## config.mk

```make
export PLATFORM = sky130hd
export DESIGN_NAME = fpu_stack_index_arbiter
export DESIGN_NICKNAME = d
export VERILOG_FILES = /design/src/rtl/fpu_stack_index_arbiter_pkg.sv /design/src/rtl/fpu_stack_index_arbiter_rr_pick4.sv /design/src/rtl/fpu_stack_index_arbiter.sv
export SDC_FILE = /design/constraint.sdc
export NUM_CORES = 1
export LEC_CHECK = 0
export CORE_MARGIN = 3
export CORE_UTILIZATION = 53
export CTS_BUF_LIST = sky130_fd_sc_hd__clkbuf_4 sky130_fd_sc_hd__clkbuf_8
export DETAILED_ROUTE_END_ITERATION = 12
export PLACE_DENSITY = 0.95
export SLEW_MARGIN = 20
export SYNTH_ARGS = -nofsm -noshare
export SYNTH_HDL_FRONTEND = slang
export SYNTH_SLANG_ARGS = --single-unit
```

## constraint.sdc

```tcl
create_clock -name clk -period 4.9 [get_ports clk]
set_input_delay 0.735 -clock clk [delete_from_list [all_inputs] [get_ports clk]]
set_output_delay 0.735 -clock clk [all_outputs]
set_load 0.03 [all_outputs]
```

## src/rtl/fpu_stack_index_arbiter_pkg.sv

```systemverilog
// fpu_stack_index_arbiter_pkg: shared FPU arbiter types and requester IDs
package fpu_stack_index_arbiter_pkg;
  typedef enum logic [1:0] {IDLE, ACCESS, DONE} state_t;
  typedef logic [1:0] req_id_t;
  typedef logic [2:0] stk_idx_t;
  localparam req_id_t REQ_DECODE = 2'd0;
  localparam req_id_t REQ_USEQ = 2'd1;
  localparam req_id_t REQ_EXC = 2'd2;
  localparam req_id_t REQ_LSU = 2'd3;
endpackage

```

## src/rtl/fpu_stack_index_arbiter_rr_pick4.sv

```systemverilog
// rr_pick4: round-robin pick of the first request after last_winner
module rr_pick4
  import fpu_stack_index_arbiter_pkg::*;
(
  input  logic [3:0] req,
  input  logic [1:0] last_winner,
  output logic [1:0] winner,
  output logic       any
);
  req_id_t c;
  // scan farthest-first so the nearest set bit after last_winner wins
  always_comb begin
    winner = last_winner;
    c = last_winner;
    for (int k = 3; k >= 1; k--) begin
      c = last_winner + 2'(k);
      winner = req[c] ? c : winner;
    end
  end
  assign any = |req;
endmodule

```

## src/rtl/fpu_stack_index_arbiter.sv

```systemverilog
// fpu_stack_index_arbiter: round-robin arbiter for the FPU register-file index port
module fpu_stack_index_arbiter
  import fpu_stack_index_arbiter_pkg::*;
#(
  parameter int ACCESS_CYCLES = 2
) (
  input  logic       clk,
  input  logic       reset,
  input  logic [3:0] req,
  input  logic [2:0] idx0,
  input  logic [2:0] idx1,
  input  logic [2:0] idx2,
  input  logic [2:0] idx3,
  output logic [1:0] sel,
  output logic [2:0] rf_idx,
  output logic       rf_en,
  output logic [3:0] gnt,
  output logic [3:0] done,
  output logic       busy
);
  state_t state;
  logic [3:0] cnt;
  req_id_t last_winner, winner;
  logic any;
  stk_idx_t idx_w;
  rr_pick4 u_pick (
    .req(req),
    .last_winner(last_winner),
    .winner(winner),
    .any(any)
  );
  always_comb idx_w = winner == 2'd0 ? idx0 : winner == 2'd1 ? idx1 : winner == 2'd2 ? idx2 : idx3;
  always_ff @(posedge clk or posedge reset) begin
    if (reset) begin
      state <= IDLE;
      sel <= '0;
      rf_idx <= '0;
      rf_en <= 1'b0;
      gnt <= '0;
      done <= '0;
      busy <= 1'b0;
      last_winner <= REQ_LSU;
      cnt <= '0;
    end else begin
      case (state)
        IDLE: if (any) begin
          sel <= winner;
          rf_idx <= idx_w;
          gnt <= 4'b0001 << winner;
          rf_en <= 1'b1;
          busy <= 1'b1;
          cnt <= 4'(ACCESS_CYCLES - 1);
          state <= ACCESS;
        end
        ACCESS: if (cnt == 4'd0) begin
          done <= gnt;
          gnt <= '0;
          rf_en <= 1'b0;
          last_winner <= sel;
          state <= DONE;
        end else begin
          cnt <= cnt - 4'd1;
        end
        DONE: begin
          done <= '0;
          busy <= 1'b0;
          state <= IDLE;
        end
        default: state <= IDLE;
      endcase
    end
  end
endmodule

```

==> flow_summary.ini <==
[run_status]
status = finished clean

[critical_path]
end_kind = register
worst-path-stages = 6
slowest_delay_ns = 0.84
reg2reg_from = last_winner[1]
cp.required_ns = 5.13
cpLargestDelayFamily = compound AO/OA/AOI/OAI gates
crit_start = req[3]
arrival_ns = 2.80
r2r-end = rf_idx[1]
crit_slowest_cell = a311oi_2
critPathKind = in2reg
worstRegToRegCells = 5
endpoint = rf_idx[1]
worst-r2r-setup-slack_ns = 2.59
worst-path-buf-inv = 1
cp_cell_sequence = clkdlybuf4s50_1 -> mux2i_1 -> nor2_1 -> a311oi_2 -> mux2_2 -> o211ai_2
start_kind = primary input
worstPathMaxFanout = 11

[cts]
h-tree-depth = 1
hold_buffers = 0
clk-insertion-delay-late_ns = 0.30
ctsResizeCount = 0
cts_max_path_buffers = 2
path_clk_slew_ns = 0.11
clock-sinks = 23
root_buffer = clkbuf_4
post_cts_buffers = 0
cts_buffers = 3
cts_tree = yes

[detailed_routing]
drtAntennaViolNets = 0
vias = 996
first_pass_iters = 4
wl_met1_um = 1120
wl_met3_um = 148
wl_per_cell_um = 14.8
drtIter0Drc = 21
via_per_inst = 5.56
drc_errors = 0
drt-total-wl_um = 2640
dr_wl_met2_um = 1300
top_layer_used = met4

[timing]
drv_slew = 0
rsz0062_at_grt = no
hold_viol = 0
finalCriticalPeriod_ns = 2.57
tns_ns = 0
setup_violations = 0
period_share_pct = 52.5
tightest_slew_ns = 0.990
slew_headroom_pct = 34.0
fmax_ghz = 0.389
skew_ns = 0.00634

[power]
p_total_mw = 0.969
seqPwrFrac_pct = 35.4
combPwrFrac_pct = 55.2
power.leakage_nw = 0.690
vdd_ir_drop_max_uv = 369
clkPwrFrac_pct = 9.4
p_int_mw = 0.537
netSwitchingPower_mw = 0.432
swShare_pct = 44.6
powerDensity_nw_per_um2 = 629

[final_layout]
final_cells = 179
fin_util_pct = 75.4
drive_above_1_share_pct = 11.8
diodes = 0
final_common_cell = clkdlybuf4s50_1
area_delta_synth_final_pct = 30.1
num-fill-cells = 155
nets = 173
final_cell_mix = clkdlybuf4s50_1, nand2_1, dfrtp_1, nand3_1, nor2_1

[logic_synthesis]
synthArstFlopShare_pct = 100
dominantRegCellSynth = dfrtp_1
synthesis.area_um2 = 1180
avgSynthCellArea_um2 = 9.86
synth-seq-cells = 23
synth_edf_count = 0
yosysSeqAreaShare_pct = 48.8
syn-num-nets = 140
yosysWarningCount = 0
synth.distinct_cells = 34
postSynthCellCount = 120

[grt]
grt_pass1_vias = 1025
grt_max_degree = 24
grtUsageTotal_pct = 21.7
antenna_found_initial = 0
grt_pass1_wl_um = 4480
overflow = 0

[die]
die_h_um = 53.3
rows = 16
core_um2 = 2040
io_pins = 33
die_w_um = 53.3
initial_utilization_pct = 58.0
die-area_um2 = 2840

[worst_hold_path]
hold_path_class = reg2reg

[run]
maxCapViolCount = 0

[place]
placedCellCount = 175
place_congestion = 0.789
dpl.hpwl_um = 2060
port_buffers = 32
[per-layer routing]
| metal | GRT usage (%) | vias to the layer above |
|---|---|---|
| met2 | 37.8 | 36 |
| met3 | 4.23 | 10 |
| met4 | 8.51 | 0 |
| met1 | 25.9 | 479 |
| li1 | - | 471 |
| met5 | 0 | - |
[worst min-delay path: stages, from the launching register on]
cell and delay [ns]:
dfstp_2 0.41, nand2_1 0.06, nand2_1 0.05
[final cells by class]
cell class | count | area (um^2) | share of cell area (%)
Sequential cell | 23 | 578 | 37.5
Multi-Input combinational cell | 86 | 552 | 35.8
Timing Repair Buffer | 32 | 320 | 20.8
Tap cell | 27 | 33.8 | 2.19
Clock buffer | 4 | 30.0 | 1.95
Inverter | 7 | 26.3 | 1.71
[flip-flops by register name, summed over array words and instances (netlist names)]
| register | cells |
|---|---|
| cnt | 4 |
| sel | 2 |
| rf_idx | 3 |
| rf_en | 1 |
| gnt | 4 |
| state | 2 |
| last_winner | 2 |
| done | 4 |
| busy | 1 |
[cell families after synthesis]
| logic type | synth area share, % |
|---|---|
| and+or+nand+nor | 23.6 |
| DFF | 48.8 |
| AOI/OAI and AO/OA | 11.2 |
| buffers and inverters | 4.97 |
| muxes | 7.82 |
| xor gates and xnor gates | 1.48 |
| adders and majority gates | 2.11 |
[power groups by stage]
stage | sequential [mW] | clock [mW] | combinational, mW
after floorplan | 0.420 | 0 | 0.290
after global placement | 0.338 | 0 | 0.513
after detailed placement | 0.345 | 0 | 0.534
after CTS | 0.341 | 0.0931 | 0.537
after global routing | 0.353 | 0.0988 | 0.587
final | 0.343 | 0.0907 | 0.535
[cells in the mapped netlist, types with 3 or more instances]
master    instances  area share, %
nand2_1          29            9.2
dfrtp_1          21             44
nand3_1          10            4.2
nor2_1            8            2.5
inv_1             6            1.9
mux2i_1           4            3.4
nand2b_1          3            1.6
o211ai_2          3            3.2
o21ai_0           3            1.3
[worst min path at each step]
stage / start / end / slack [ns] / cells past startpoint
6_report: last_winner[0] / last_winner[0] / 0.50 / 2
5_1_grt: gnt[3] / done[3] / 0.54 / 2
4_1_cts: rf_en / rf_en / 0.50 / 2
3_5_place_dp: rf_en / rf_en / 0.47 / 2
3_3_place_gp: rf_en / rf_en / 0.46 / 2
2_1_floorplan: last_winner[0] / last_winner[0] / 0.46 / 2
[per-stage QoR]
| step | hold WS [ns] | instance area [um^2] | setup slack (ns) |
|---|---|---|---|
| detailed placement | 0.469 | 1510 | 1.96 |
| global placement | 0.462 | 1510 | 2.08 |
| CTS | 0.498 | 1540 | 2.28 |
| finish | 0.505 | 1540 | 2.33 |
| global route | 0.536 | 1540 | 2.23 |
| floorplan | 0.456 | 1180 | 3.03 |
No activity file was read; power rests on OpenSTA's default activity.
